--- config.mk ---
export PLATFORM = sky130hd
export DESIGN_NAME = ayar_kontrol_flat
export DESIGN_NICKNAME = d
export VERILOG_FILES = /design/src/rtl/ayar_kontrol_if.sv /design/src/rtl/ayar_kontrol.sv /design/src/flat_wrapper.sv
export SDC_FILE = /design/constraint.sdc
export NUM_CORES = 1
export LEC_CHECK = 0
export CAP_MARGIN = 15
export CORE_MARGIN = 4
export CORE_UTILIZATION = 27
export DETAILED_ROUTE_END_ITERATION = 8
export DONT_BUFFER_PORTS = 1
export GPL_TIMING_DRIVEN = 0
export PLACE_DENSITY = 0.36
export SKIP_LAST_GASP = 1
export SLEW_MARGIN = 5
export SYNTH_ARGS = -nofsm -noshare
export SYNTH_HDL_FRONTEND = slang
export SYNTH_SLANG_ARGS = --single-unit
--- constraint.sdc ---
create_clock -name clk -period 9.6 [get_ports clk]
set_clock_uncertainty 0.2 [all_clocks]
set_input_delay 1.92 -clock clk [delete_from_list [all_inputs] [get_ports clk]]
set_output_delay 1.92 -clock clk [all_outputs]
set_load 0.02 [all_outputs]
--- src/rtl/ayar_kontrol_if.sv ---
// Front-panel button / field-control bundle for the clock setting controller.
//   btn_mod, btn_arttir, btn_azalt : raw debounced buttons (asynchronous)
//   duzenleme                      : edit active, stops the time chain
//   alan                           : one-hot selected field {yil,ay,gun,saat,dakika}
//   arttir / azalt                 : one-cycle inc/dec pulses, same bit order as alan
//   yanip_sonme                    : blink enable for the selected field
// master = panel/bench side, slave = controller side.
interface ayar_kontrol_if;
   logic       btn_mod;
   logic       btn_arttir;
   logic       btn_azalt;
   logic       duzenleme;
   logic [4:0] alan;
   logic [4:0] arttir;
   logic [4:0] azalt;
   logic       yanip_sonme;

   modport master (
      output btn_mod, btn_arttir, btn_azalt,
      input  duzenleme, alan, arttir, azalt, yanip_sonme
   );

   modport slave (
      input  btn_mod, btn_arttir, btn_azalt,
      output duzenleme, alan, arttir, azalt, yanip_sonme
   );
endinterface

--- src/rtl/ayar_kontrol.sv ---
// Setting-mode controller for the digital clock. Mode button walks
// RUN -> yil -> ay -> gun -> saat -> dakika -> RUN; up/down buttons give
// single-cycle inc/dec pulses to the selected field with hold auto-repeat.
// Idle timeout returns to RUN; blink enable toggles while editing.
// Ports:
//   clk   : system clock
//   reset : asynchronous, active-high
//   bus   : ayar_kontrol_if.slave (buttons in, field control out)
// All outputs are registered.
module ayar_kontrol #(
   parameter int unsigned HOLD_CYCLES    = 50_000_000,
   parameter int unsigned REPEAT_CYCLES  = 10_000_000,
   parameter int unsigned TIMEOUT_CYCLES = 1_000_000_000,
   parameter int unsigned BLINK_HALF     = 25_000_000
)(
   input  logic          clk,
   input  logic          reset,
   ayar_kontrol_if.slave bus
);

   // Counters count from 0 after an event, so the event fires when the
   // count shows limit-1: that lands it exactly "limit" cycles later.
   localparam logic [31:0] HOLD_LIM    = 32'(HOLD_CYCLES - 1);
   localparam logic [31:0] REPEAT_LIM  = 32'(REPEAT_CYCLES - 1);
   localparam logic [31:0] TIMEOUT_LIM = 32'(TIMEOUT_CYCLES - 1);
   localparam logic [31:0] BLINK_LIM   = 32'(BLINK_HALF - 1);

   typedef enum logic [2:0] {
      RUN      = 3'd0,
      S_YIL    = 3'd1,
      S_AY     = 3'd2,
      S_GUN    = 3'd3,
      S_SAAT   = 3'd4,
      S_DAKIKA = 3'd5
   } state_t;

   function automatic logic [31:0] sat_inc(input logic [31:0] v);
      return (v == 32'hFFFF_FFFF) ? v : v + 32'd1;
   endfunction

   function automatic logic [4:0] field_of(input state_t s);
      case (s)
         S_YIL:    return 5'b10000;
         S_AY:     return 5'b01000;
         S_GUN:    return 5'b00100;
         S_SAAT:   return 5'b00010;
         S_DAKIKA: return 5'b00001;
         default:  return 5'b00000;
      endcase
   endfunction

   // Button conditioning: bit2 mode, bit1 up, bit0 down.
   logic [2:0] sync1, sync2, sync3;
   logic [2:0] btn_edge, held;

   always_ff @(posedge clk or posedge reset) begin
      if (reset) begin
         sync1 <= '0;
         sync2 <= '0;
         sync3 <= '0;
      end else begin
         sync1 <= {bus.btn_mod, bus.btn_arttir, bus.btn_azalt};
         sync2 <= sync1;
         sync3 <= sync2;
      end
   end

   assign held     = sync2;
   assign btn_edge = sync2 & ~sync3;

   state_t      state, state_nx;
   logic        rep_act, rep_act_nx;   // a held button may auto-repeat
   logic        rep_up, rep_up_nx;     // direction of the repeating button
   logic        rep_rpt, rep_rpt_nx;   // 0: waiting HOLD, 1: in REPEAT spacing
   logic [31:0] rep_cnt, rep_cnt_nx;
   logic [31:0] idle_cnt, idle_nx;
   logic [31:0] blink_cnt, blink_cnt_nx;
   logic        blink, blink_nx;
   logic        inc_nx, dec_nx;
   logic [31:0] rep_lim;
   logic [4:0]  fld;
   logic        both;

   always_ff @(posedge clk or posedge reset) begin
      if (reset) state <= RUN;
      else       state <= state_nx;
   end

   always_comb begin
      state_nx     = state;
      rep_act_nx   = rep_act;
      rep_up_nx    = rep_up;
      rep_rpt_nx   = rep_rpt;
      rep_cnt_nx   = rep_cnt;
      idle_nx      = sat_inc(idle_cnt);
      blink_cnt_nx = sat_inc(blink_cnt);
      blink_nx     = blink;
      inc_nx       = 1'b0;
      dec_nx       = 1'b0;
      rep_lim      = rep_rpt ? REPEAT_LIM : HOLD_LIM;
      fld          = field_of(state);
      both         = held[1] & held[0];

      if (state == RUN) begin
         rep_act_nx = 1'b0;
         rep_cnt_nx = '0;
         idle_nx    = '0;
         if (btn_edge[2]) state_nx = S_YIL;
      end else begin
         if (|btn_edge) idle_nx = '0;

         if (btn_edge[2]) begin
            // Mode wins over a simultaneous up/down edge; the held button
            // must be re-pressed before it acts on the new field.
            case (state)
               S_YIL:   state_nx = S_AY;
               S_AY:    state_nx = S_GUN;
               S_GUN:   state_nx = S_SAAT;
               S_SAAT:  state_nx = S_DAKIKA;
               default: state_nx = RUN;
            endcase
            rep_act_nx = 1'b0;
            rep_cnt_nx = '0;
         end else if (both) begin
            // Both held: silent, and only a fresh edge re-arms pulses.
            rep_act_nx = 1'b0;
            rep_cnt_nx = '0;
         end else if (btn_edge[1]) begin
            inc_nx     = 1'b1;
            rep_act_nx = 1'b1;
            rep_up_nx  = 1'b1;
            rep_rpt_nx = 1'b0;
            rep_cnt_nx = '0;
         end else if (btn_edge[0]) begin
            dec_nx     = 1'b1;
            rep_act_nx = 1'b1;
            rep_up_nx  = 1'b0;
            rep_rpt_nx = 1'b0;
            rep_cnt_nx = '0;
         end else if (idle_cnt >= TIMEOUT_LIM) begin
            state_nx   = RUN;
            rep_act_nx = 1'b0;
            rep_cnt_nx = '0;
         end else if (rep_act && (rep_up ? held[1] : held[0])) begin
            if (rep_cnt >= rep_lim) begin
               inc_nx     = rep_up;
               dec_nx     = ~rep_up;
               rep_rpt_nx = 1'b1;
               rep_cnt_nx = '0;
            end else begin
               rep_cnt_nx = sat_inc(rep_cnt);
            end
         end else begin
            rep_act_nx = 1'b0;
            rep_cnt_nx = '0;
         end
      end

      if (state_nx != state) idle_nx = '0;

      if (state_nx == RUN) begin
         blink_nx     = 1'b0;
         blink_cnt_nx = '0;
      end else if (state_nx != state) begin
         blink_nx     = 1'b1;
         blink_cnt_nx = '0;
      end else if (blink_cnt >= BLINK_LIM) begin
         blink_nx     = ~blink;
         blink_cnt_nx = '0;
      end
   end

   always_ff @(posedge clk or posedge reset) begin
      if (reset) begin
         rep_act         <= 1'b0;
         rep_up          <= 1'b0;
         rep_rpt         <= 1'b0;
         rep_cnt         <= '0;
         idle_cnt        <= '0;
         blink_cnt       <= '0;
         blink           <= 1'b0;
         bus.duzenleme   <= 1'b0;
         bus.alan        <= '0;
         bus.arttir      <= '0;
         bus.azalt       <= '0;
         bus.yanip_sonme <= 1'b0;
      end else begin
         rep_act         <= rep_act_nx;
         rep_up          <= rep_up_nx;
         rep_rpt         <= rep_rpt_nx;
         rep_cnt         <= rep_cnt_nx;
         idle_cnt        <= idle_nx;
         blink_cnt       <= blink_cnt_nx;
         blink           <= blink_nx;
         bus.duzenleme   <= (state_nx != RUN);
         bus.alan        <= field_of(state_nx);
         bus.arttir      <= inc_nx ? fld : 5'b0;
         bus.azalt       <= dec_nx ? fld : 5'b0;
         bus.yanip_sonme <= blink_nx;
      end
   end

endmodule

--- src/flat_wrapper.sv ---
// flat-port wrapper written by rule: the top's interface ports become plain ports
module ayar_kontrol_flat 
#(
   parameter int unsigned HOLD_CYCLES    = 50_000_000,
   parameter int unsigned REPEAT_CYCLES  = 10_000_000,
   parameter int unsigned TIMEOUT_CYCLES = 1_000_000_000,
   parameter int unsigned BLINK_HALF     = 25_000_000
)
  (clk, reset, bus_btn_mod, bus_btn_arttir, bus_btn_azalt, bus_duzenleme, bus_alan, bus_arttir, bus_azalt, bus_yanip_sonme);
  ayar_kontrol_if bus_i ();
  input  logic clk;
  input  logic reset;
  input wire logic [$bits(bus_i.btn_mod)-1:0] bus_btn_mod;
  input wire logic [$bits(bus_i.btn_arttir)-1:0] bus_btn_arttir;
  input wire logic [$bits(bus_i.btn_azalt)-1:0] bus_btn_azalt;
  output wire logic [$bits(bus_i.duzenleme)-1:0] bus_duzenleme;
  output wire logic [$bits(bus_i.alan)-1:0] bus_alan;
  output wire logic [$bits(bus_i.arttir)-1:0] bus_arttir;
  output wire logic [$bits(bus_i.azalt)-1:0] bus_azalt;
  output wire logic [$bits(bus_i.yanip_sonme)-1:0] bus_yanip_sonme;
  assign bus_i.btn_mod = bus_btn_mod;
  assign bus_i.btn_arttir = bus_btn_arttir;
  assign bus_i.btn_azalt = bus_btn_azalt;
  assign bus_duzenleme = bus_i.duzenleme;
  assign bus_alan = bus_i.alan;
  assign bus_arttir = bus_i.arttir;
  assign bus_azalt = bus_i.azalt;
  assign bus_yanip_sonme = bus_i.yanip_sonme;
  ayar_kontrol #(.HOLD_CYCLES(HOLD_CYCLES), .REPEAT_CYCLES(REPEAT_CYCLES), .TIMEOUT_CYCLES(TIMEOUT_CYCLES), .BLINK_HALF(BLINK_HALF)) u_core (.clk(clk), .reset(reset), .bus(bus_i));
endmodule
==> summary.txt <==
Initial Util: 27.7%
final WL: 14,200 um
pin slew with the least headroom to its limit: 0.864 ns
EDFF count, synth: 0
kind of critical path: register to register
Slew headroom: 41.6%
Remaining Overflow, GRT: 0
YS warnings: 0
# setup viols final: 0
Netlist Area Pre-Place: 6320 sq um
predominant post-synthesis flop cell: dfrtp_1
postcts setup bufs: 0
non-filler cells, final: 968
Placeable Area: 22,800 sq um
crit end category: register
Total Die Area: 25,900 sq um
Met2 Wirelength: 6760 um
Root Driver: clkbuf_16
pin count of the biggest net entering global routing: 77
Critical Path Start Type: register
metal1 wirelength: 6920 um
met3 WL: 360 um
total vias in the final route: 4,496
power density over cell area: 192 nW/um^2
CTS H-tree lvls: 4
nets: 658
max-cap viol count: 0
Total GRT Usage: 11.7%
antenna-violating nets left: 0
unrepaired setup endpoints after global routing: false
Iteration-0 DRC Markers: 176
Synth top area share: 50.7%
Final Hold Fails: 0
Period minus WS final: 3.39 ns
DP HPWL: 10,000 um
Top Metal Used: met4
via/cell ratio: 4.64
# diodes: 0
hold_buf cts: 0
leakage: 2.91 nW
share of layout cells above drive strength 1: 12.2%
placer's final routability congestion estimate: 0.800
R2R Path Start: u_core.rep_rpt
CTS sink count: 128
synthesized netlist cell count: 611
# resized after CTS: 0
Remaining DRCs: 0
Max FO, Critical Path: 8
average routed wire per standard cell: 14.7 um
die height: 161 um
top cell type by total area after synthesis: dfrtp_1
Max clock buf depth: 2
placed insts: 936
vias in the first global route: 4,610
CTS tree: yes
TNS Setup: 0 ns
initial antenna violation count: 0
PortBufs: 0
Final period util: 35.3%
first-pass GRT wire length: 24,600 um
DIE WIDTH: 161 um
pins over their slew limit: 0
Critical Path Start: u_core.rep_rpt
synthesized area per cell: 10.3 sq um
Synth area leaders: dfrtp_1 (51%), xor2_1 (5.7%), nor2_1 (4.7%), xnor2_1 (4.0%), nand3_1 (3.5%)
clock latency on the worst-skew pair: 0.42 ns
Worst-path clk slew: 0.06 ns
Worst Hold Class: register to register
#FFs+latches synth: 128
# IOs: 22
ys async rst share: 100%
area grow syn2layout: 16.5%
hold_sp: u_core.held[2]
Distinct cells, synth: 71
worst path arrival time: 3.45 ns
Max Clk Rate: 295 MHz
CTS Buf Count: 17
status: finished clean
Req. time, crit path: 9.67 ns
Cell Rows: 55
Seq/Total Area, Yosys: 50.7%
VDD IR-drop max: 0.0838 mV
1st-pass router iterations: 4
==> flip-flops by register name, indices dropped and copies added, names as in the netlist <==
signal / flops
u_core.blink_cnt: 32
u_core.idle_cnt: 32
u_core.rep_cnt: 32
u_core.bus.alan: 5
u_core.bus.arttir: 5
u_core.bus.azalt: 5
u_core.held: 3
u_core.state: 3
u_core.sync1: 3
u_core.sync3: 3
u_core.bus.duzenleme: 1
u_core.bus.yanip_sonme: 1
u_core.rep_act: 1
u_core.rep_rpt: 1
u_core.rep_up: 1
==> kinds of logic after synthesis <==
kind of cell / Yosys count / synth area share (%)
other: 1 / 0.0593
AOI/OAI and AO/OA: 68 / 8.47
adders and majority gates: 11 / 2.18
buffers and inverters: 32 / 2.95
and+or+nand+nor: 299 / 25.7
DFF: 128 / 50.7
xor gates and xnor gates: 70 / 9.70
muxes: 2 / 0.336
==> where the power goes <==
part / internal [mW] / switching, mW / total, mW
Sequential: 0.569 / 0.0395 / 0.608
Combinational: 0.0570 / 0.117 / 0.174
Clock: 0.364 / 0.266 / 0.630
==> path summary, 6_finish.rpt <==
| path | to | slack, ns | cells after the start |
|---|---|---|---|
| worst min register to register | u_core.sync3[2] | 0.20 | 0 |
| min in group asynchronous | u_core.idle_cnt[20] | 1.29 | 1 |
| worst max register to register | u_core.bus.azalt[4] | 6.21 | 8 |
| max in group asynchronous | u_core.rep_cnt[22] | 7.18 | 2 |
| worst min-delay path | u_core.sync3[2] | 0.20 | 0 |
| worst max-delay path | u_core.bus.azalt[4] | 6.21 | 8 |
==> cell usage in the layout (no fill, tap or decap), types with 6 or more instances in the layout <==
master / n
xor2_1: 41
nand2_1: 36
nor3_1: 40
inv_1: 9
nor2_1: 79
clkbuf_16: 17
and3_1: 15
nand3_1: 44
buf_6: 7
nor3_2: 8
nand4_1: 21
o211ai_1: 6
nand2b_1: 6
clkbuf_1: 10
conb_1: 12
ha_1: 11
dfrtp_1: 128
inv_6: 6
xnor2_1: 29
and4_1: 13
o21ai_0: 11
a21oi_1: 10
==> stage by stage <==
step	setup WS (ns)	util [%]	instance area (sq um)	hold slack (ns)	total power, mW
after global placement	2.44	29.6	6760	0.181	0.797
final	6.21	32.2	7370	0.197	1.41
after CTS	6.17	32.2	7370	0.198	1.44
after detailed placement	6.21	29.7	6790	0.182	0.799
after floorplan	4.07	-	6360	0.131	0.746
after global routing	5.89	32.2	7370	0.214	1.49
==> critical path, stage by stage, from the launching register on <==
cell      delay [ns]
dfrtp_1         0.54
inv_1           0.12
ha_1            0.30
and3_1          0.14
a211oi_1        0.07
o211a_1         0.25
o41ai_1         0.77
a31oi_1         0.41
nor3_1          0.44
==> synth_stat cells (2+ instances only) <==
cell type / n
a211oi_1: 5
nand3_1: 44
ha_1: 11
and3_1: 15
clkbuf_1: 10
nor4b_1: 2
nor2_1: 79
buf_6: 7
buf_4: 3
a31oi_1: 5
o32ai_1: 2
and4_2: 2
nand2b_1: 6
a21o_1: 2
o21ai_0: 11
nor4_1: 3
nor3b_1: 3
o211ai_1: 6
a21oi_1: 10
a311oi_2: 2
inv_1: 10
buf_2: 2
or3_1: 5
xor2_1: 41
and4_1: 13
dfrtp_1: 128
nor3_1: 40
nor3_2: 8
nand2_1: 36
xnor2_1: 29
a31o_2: 2
nor4_2: 2
a21boi_0: 2
o211a_1: 2
and3_2: 3
and2_1: 2
o21ai_2: 2
nand4_1: 21
nor2b_1: 3
==> per-layer routing <==
| metal | track usage (%) | vias to the layer above |
|---|---|---|
| li1 | - | 2237 |
| met2 | 18.8 | 43 |
| met4 | 3.37 | 0 |
| met3 | 2.91 | 11 |
| met5 | 0 | - |
| met1 | 15.7 | 2205 |
==> layout make-up <==
cell class,instances,area (sq um)
clock inverter,15,151
clock buffer,17,425
timing repair buffer,1,27.5
fill,2401,15500
multi-input combinational,462,2980
sequential,128,3200
buffer,22,149
inverter,10,42.5
tap,313,392
Power figures use the tool's default switching activity.
